### src/rtl/odd_sched_pkg.sv
`default_nettype none
// ============================================================================
//  Module      : odd_sched_pkg
//  Description : Shared types and constants for the odd-counter scheduler.
//  Revision    : 1.0 - initial release
// ============================================================================
package odd_sched_pkg;

    // Scheduler FSM encoding
    typedef enum logic [1:0] {
        IDLE = 2'd0,
        RUN  = 2'd1,
        DONE = 2'd2
    } sched_state_t;

    localparam int ODD_SCHED_MAX_REQ  = 4;
    localparam int ODD_SCHED_CNT_STEP = 2;

    // Requester index / pointer width, sized for the largest supported N_REQ
    localparam int ODD_SCHED_IDX_W = $clog2(ODD_SCHED_MAX_REQ);

    // Round-robin pointer advance: index after the winner, wrapping at n_req
    function automatic logic [ODD_SCHED_IDX_W-1:0] next_ptr(
        input logic [ODD_SCHED_IDX_W-1:0] idx,
        input int                         n_req
    );
        return (int'(idx) == n_req - 1) ? '0 : idx + 1'b1;
    endfunction

endpackage
`default_nettype wire

### src/rtl/odd_sched_rr_arb.sv
`default_nettype none
// ============================================================================
//  Module      : odd_sched_rr_arb
//  Description : Combinational round-robin picker. Chooses the first active
//                request at or after the pointer, wrapping around.
//  Revision    : 1.0 - initial release
// ============================================================================
module odd_sched_rr_arb
    import odd_sched_pkg::*;
#(
    parameter int N_REQ = 2
) (
    input  logic [N_REQ-1:0]           req,
    input  logic [ODD_SCHED_IDX_W-1:0] ptr,
    output logic [N_REQ-1:0]           pick,
    output logic [ODD_SCHED_IDX_W-1:0] idx
);

    logic w_found;

    // Two passes: indices from the pointer upward, then the wrapped-around low indices
    always_comb begin
        pick    = '0;
        idx     = '0;
        w_found = 1'b0;
        for (int i = 0; i < N_REQ; i++) begin
            if (!w_found && req[i] && (i >= int'(ptr))) begin
                w_found = 1'b1;
                pick[i] = 1'b1;
                idx     = ODD_SCHED_IDX_W'(i);
            end
        end
        for (int i = 0; i < N_REQ; i++) begin
            if (!w_found && req[i] && (i < int'(ptr))) begin
                w_found = 1'b1;
                pick[i] = 1'b1;
                idx     = ODD_SCHED_IDX_W'(i);
            end
        end
    end

endmodule
`default_nettype wire

### src/rtl/odd_counter_sched.sv
`default_nettype none
// ============================================================================
//  Module      : odd_counter_sched
//  Description : Shares one odd-number counter (1, 3, 5, ...) between N_REQ
//                requesters. A round-robin arbiter grants one run at a time;
//                the run counts up to the granted (odd-rounded) limit, then
//                pulses done. Dropping the granted request aborts the run.
//  Options     : ODD_SCHED_PAUSE_EN - adds input 'pause', which freezes a
//                running count (abort still takes priority).
//  Revision    : 1.0 - initial release
// ============================================================================
module odd_counter_sched
    import odd_sched_pkg::*;
#(
    parameter int N_REQ = 2,
    parameter int WIDTH = 8
) (
    input  logic                     clk,
    input  logic                     reset,
`ifdef ODD_SCHED_PAUSE_EN
    input  logic                     pause,
`endif
    input  logic [N_REQ-1:0]         req,
    input  logic [N_REQ*WIDTH-1:0]   req_limit,
    output logic [N_REQ-1:0]         gnt,
    output logic [WIDTH-1:0]         od_counter,
    output logic                     busy,
    output logic                     done
);

    localparam logic [WIDTH-1:0] c_cnt_one  = WIDTH'(1);
    localparam logic [WIDTH-1:0] c_cnt_step = WIDTH'(ODD_SCHED_CNT_STEP);

    generate
        if ((N_REQ < 2) || (N_REQ > ODD_SCHED_MAX_REQ)) begin : g_bad_n_req
            $error("odd_counter_sched: N_REQ must be in 2..4");
        end
    endgenerate

    sched_state_t                 r_state;
    sched_state_t                 w_state_nxt;
    logic [WIDTH-1:0]             r_cnt;
    logic [WIDTH-1:0]             w_cnt_nxt;
    logic [WIDTH-1:0]             r_limit;
    logic [WIDTH-1:0]             w_limit_nxt;
    logic [WIDTH-1:0]             w_lim_sel;
    logic [N_REQ-1:0]             r_gnt;
    logic [N_REQ-1:0]             w_gnt_nxt;
    logic [N_REQ-1:0]             w_pick;
    logic [ODD_SCHED_IDX_W-1:0]   r_ptr;
    logic [ODD_SCHED_IDX_W-1:0]   w_ptr_nxt;
    logic [ODD_SCHED_IDX_W-1:0]   w_pick_idx;
    logic                         w_own_req;
    logic                         w_pause;

`ifdef ODD_SCHED_PAUSE_EN
    assign w_pause = pause;
`else
    assign w_pause = 1'b0;
`endif

    odd_sched_rr_arb #(
        .N_REQ (N_REQ)
    ) u_arb (
        .req  (req),
        .ptr  (r_ptr),
        .pick (w_pick),
        .idx  (w_pick_idx)
    );

    // The granted requester still holds its request (abort detection)
    assign w_own_req = |(req & r_gnt);

    // Limit of the requester the arbiter would pick this cycle
    always_comb begin
        w_lim_sel = '0;
        for (int i = 0; i < N_REQ; i++) begin
            if (w_pick[i]) begin
                w_lim_sel = req_limit[i*WIDTH +: WIDTH];
            end
        end
    end

    // Next-state and next-datapath decode; everything holds unless changed below
    always_comb begin
        w_state_nxt = r_state;
        w_cnt_nxt   = r_cnt;
        w_gnt_nxt   = r_gnt;
        w_limit_nxt = r_limit;
        w_ptr_nxt   = r_ptr;
        case (r_state)
            IDLE: begin
                w_cnt_nxt = c_cnt_one;
                if (|req) begin
                    // OR with 1 rounds even limits up and maps 0 to 1
                    w_limit_nxt = w_lim_sel | c_cnt_one;
                    w_gnt_nxt   = w_pick;
                    w_ptr_nxt   = next_ptr(w_pick_idx, N_REQ);
                    w_state_nxt = RUN;
                end
            end
            RUN: begin
                if (!w_own_req) begin
                    w_state_nxt = IDLE;
                    w_cnt_nxt   = c_cnt_one;
                    w_gnt_nxt   = '0;
                end else if (w_pause) begin
                    w_state_nxt = RUN;
                end else if (r_cnt == r_limit) begin
                    w_state_nxt = DONE;
                end else begin
                    w_cnt_nxt = r_cnt + c_cnt_step;
                end
            end
            DONE: begin
                w_state_nxt = IDLE;
                w_cnt_nxt   = c_cnt_one;
                w_gnt_nxt   = '0;
            end
            default: begin
                w_state_nxt = IDLE;
                w_cnt_nxt   = c_cnt_one;
                w_gnt_nxt   = '0;
            end
        endcase
    end

    // State, counter, grant, latched limit and round-robin pointer registers
    always_ff @(posedge clk or posedge reset) begin
        if (reset) begin
            r_state <= IDLE;
            r_cnt   <= c_cnt_one;
            r_gnt   <= '0;
            r_limit <= c_cnt_one;
            r_ptr   <= '0;
        end else begin
            r_state <= w_state_nxt;
            r_cnt   <= w_cnt_nxt;
            r_gnt   <= w_gnt_nxt;
            r_limit <= w_limit_nxt;
            r_ptr   <= w_ptr_nxt;
        end
    end

    assign gnt        = r_gnt;
    assign od_counter = r_cnt;
    assign busy       = (r_state == RUN) || (r_state == DONE);
    assign done       = (r_state == DONE);

endmodule
`default_nettype wire

### config.mk
export PLATFORM = sky130hd
export DESIGN_NAME = odd_counter_sched
export DESIGN_NICKNAME = d
export VERILOG_FILES = /design/src/rtl/odd_sched_pkg.sv /design/src/rtl/odd_sched_rr_arb.sv /design/src/rtl/odd_counter_sched.sv
export SDC_FILE = /design/constraint.sdc
export NUM_CORES = 1
export LEC_CHECK = 0
export ABC_CLOCK_PERIOD_IN_PS = 4200
export BUFFER_PORTS_ARGS = -buffer_cell sky130_fd_sc_hd__buf_4
export CAP_MARGIN = 20
export CORE_MARGIN = 5
export CORE_UTILIZATION = 34
export CTS_BUF_LIST = sky130_fd_sc_hd__clkbuf_4 sky130_fd_sc_hd__clkbuf_8
export DETAILED_ROUTE_END_ITERATION = 10
export PLACE_DENSITY = 0.66
export SYNTH_ARGS = -nofsm -noshare
export SYNTH_HDL_FRONTEND = slang
export SYNTH_HIERARCHICAL = 1
export SYNTH_SLANG_ARGS = --single-unit
### constraint.sdc
create_clock -name clk -period 4.2 [get_ports clk]
set_input_delay 0.21 -clock clk [delete_from_list [all_inputs] [get_ports clk]]
set_output_delay 0.21 -clock clk [all_outputs]
set_load 0.05 [all_outputs]
==> impl_metrics.csv <==
group,metric,value,unit
power_and_ir_drop,ir_drop,0.0001666,V
sta,hold_viol_final,0,
place,place.gp.congestion,0.7989,
layout,utilization,0.4251,
die,coreArea,0.003606,mm^2
power_and_ir_drop,p_leak,0.7045,nW
critical_path,cp-end-kind,"register",
cts,clkSlewWorstSetupHoldPaths,0.07,ns
power_and_ir_drop,combPwrFrac,0.488,
cts,htree_levels,1,
cts,cts_buffers,3,
cts,clkSinkCount,21,
yosys,synth_most_common_cell,"nand2_1",
yosys,synth_compound_area_frac,0.2291,
sta,fin_skew,0.001299,ns
drt,dr.max_layer_used,"met4",
yosys,synth_top_family_by_area,"compound AO/OA/AOI/OAI gates",
critical_path,crit_arrival,2.03,ns
sta,post-route-min-period,1.890,ns
yosys,seq_area_frac_synth,0.4231,
die,fp-row-count,22,
cts,post_cts_resized,0,
cts,cts_tree,"done",
layout,final-seq-area,526.8,um^2
sta,slew_headroom,0.4811,
yosys,synth_top_cell_by_area,"dfrtp_1",
yosys,syn-num-nets,155,
cts,ctsRootBufferMaster,"clkbuf_8",
power_and_ir_drop,powerDensity,552.5,mW/mm^2
hold_path,hold_path_class,"in2async",
power_and_ir_drop,p_int,0.0004794,W
status,status,"complete, no violations",
die,start_util,0.3452,
power_and_ir_drop,p_clk_frac,0.161,
critical_path,cp_max_fo,14,
yosys,synth_seq_cells,21,
global_route,antenna_found_initial,0,
drt,via_per_inst,4.932,
die,dieWidth,70.51,um
global_route,grt_usage,0.1152,
cts,cts_setup_buffers,0,
layout,multiInputGateArea,653.1,um^2
yosys,synth_xor_area_frac,0.04925,
yosys,synth_fa_ha_area_frac,0.04020,
power_and_ir_drop,p_sw,0.0003674,W
drt,met2RoutedLength,1.219,mm
cts,ctsHoldBuffers,0,
die,die_y,70.51,um
drt,antenna_left,0,
die,die_area,0.004972,mm^2
layout,area_growth_syn_to_layout,23.12,%
yosys,ys_types,38,
drt,wirelength_met1,1.220,mm
place,io_buffers,29,
yosys,netlist.area_leader.share,0.4020,
run,cap_violations,0,
drt,wl_per_cell,12.80,um
critical_path,crit_path_start_kind,"register",
yosys,ys.flop_type,"dfrtp_1",
place,hpwl,2.050,mm
yosys,synthMuxAreaShare,0.02412,
global_route,grt_max_degree,22,
layout,final_nets,183,
global_route,gr-total-overflow,0,
yosys,synthesis.yosys.warnings,6,
cts,clkLatencyLatePin,0.26,ns
sta,setup-tns-final,0,ns
layout,fillCellCount,362,
drt,first_pass_iters,4,
yosys,synthArstFlopShare,1.000,
critical_path,worstSetupPathType,"reg2reg",
drt,routed_wirelength,2.636,mm
sta,rsz0062_at_grt,"false",
layout,layout-drive-gt1-share,0.2911,
critical_path,required,4.34,ns
die,pin_count,32,
power_and_ir_drop,power.total,0.0008468,W
power_and_ir_drop,switching_share,0.4338,
drt,vias,1016,
drt,met3RoutedLength,132,um
sta,setup_violations,0,
yosys,synth_cells,131,
sta,tightest_slew,0.7775,ns
yosys,synth_area_leaders,"dfrtp_1 (40%), nand2_1 (6.3%), o21ai_0 (4.8%)",
yosys,synth_edf_count,0,
global_route,grt_pass1_vias,1055,
cts,clockBufferDepth,2,
layout,n_antenna_cell,0,
yosys,netlist_area,0.001245,mm^2
yosys,yosys.area_share.simple,0.1789,
drt,drtIter0Drc,34,
global_route,grt_pass1_wl,4.643,mm
drt,drc_errors,0,
power_and_ir_drop,seqPwrFrac,0.351,
sta,slew_viol_final,0,
sta,fin_crit_sh,0.4500,
sta,fmax,0.5291,GHz
yosys,avgSynthCellArea,9.503,um^2
yosys,ys_top_cells_by_count,"nand2_1 (21), dfrtp_1 (20), o21ai_0 (12), a21oi_1 (9), a22oi_1 (6)",
[per-layer routing]
layer,track usage,up-vias
li1,-,514
met1,0.1440,470
met2,0.1892,26
met3,0.01727,6
met4,0.06383,0
met5,0,-
[sequential cells by signal (all words and copies together) (netlist names)]
register,count
od_counter,8
r_limit,7
gnt,2
r_ptr,2
r_state,2
[through the flow]
step / instance area, um^2 / cells / setup slack [ns] / hold WS [ns]
6_report: 1533 / 206 / 2.310 / 0.09513
2_1_floorplan: 1245 / 131 / 2.463 / 0.1858
5_1_grt: 1533 / 206 / 2.116 / 0.1816
3_3_place_gp: 1484 / 202 / 2.362 / 0.3947
4_1_cts: 1533 / 206 / 2.297 / 0.1297
3_5_place_dp: 1484 / 202 / 2.310 / 0.4127
[final timing paths]
| check | cells past startpoint | from | to | slack, ns |
|---|---|---|---|---|
| min in group clk | 3 | req_limit[3] | r_limit[3] | 0.25 |
| max | 4 | od_counter[4] | od_counter[3] | 2.31 |
| min | 2 | reset | r_ptr[1] | 0.1 |
| max in group asynchronous | 2 | reset | od_counter[3] | 3.62 |
| max reg2reg | 4 | od_counter[4] | od_counter[3] | 2.31 |
| min reg2reg | 2 | r_ptr[1] | r_ptr[1] | 0.50 |
[cell usage in the layout (no fill, tap or decap), drive strengths merged]
master,netlist,final
a32o,1,1
clkbuf,3,4
nand3,4,4
buf,4,30
inv,5,5
a31oi,1,1
xor2,4,4
nor4,1,1
a21boi,1,1
a21o,1,1
a21bo,1,1
a22o,2,2
nand2,22,22
a21oi,11,11
dfrtp,20,20
and4,3,3
o211ai,1,1
dfstp,1,1
a211o,1,1
nor2,2,2
a22oi,6,6
nand2b,6,6
and2,1,1
xnor2,3,3
o21ai,14,14
a2111o,2,2
nor2b,1,1
o21a,1,1
ha,4,4
mux2i,3,3
conb,1,1
[logic make-up (layout without fill, tap and decap cells)]
logic type / count (synthesis) / after routing
AOI/OAI and AO/OA: 43 / 43
and+or+nand+nor: 40 / 40
DFF: 21 / 21
buffers and inverters: 12 / 39
xor gates and xnor gates: 7 / 7
adders and majority gates: 4 / 4
muxes: 3 / 3
other: 1 / 1
[layout make-up]
class,count,share of cell area
multi-input combinational,98,0.4261
sequential,21,0.3437
timing repair buffer,30,0.1469
tap,48,0.03918
clock buffer,4,0.03184
inverter,5,0.01224
[critical path, stage by stage (launching register included)]
cell	delay (ns)
dfrtp_1	0.46
xor2_1	0.20
nor4_4	0.71
a21boi_0	0.24
mux2i_1	0.16
[power by group through the flow]
stage / clock [W] / combinational (W) / sequential, W
6_report: 0.000136 / 0.000413 / 0.000297
3_5_place_dp: 0 / 0.000413 / 0.000302
3_3_place_gp: 0 / 0.000397 / 0.000299
5_1_grt: 0.000149 / 0.000464 / 0.000305
2_1_floorplan: 0 / 0.000319 / 0.000327
4_1_cts: 0.000141 / 0.000416 / 0.000297
(Power assumes the default switching activity.)
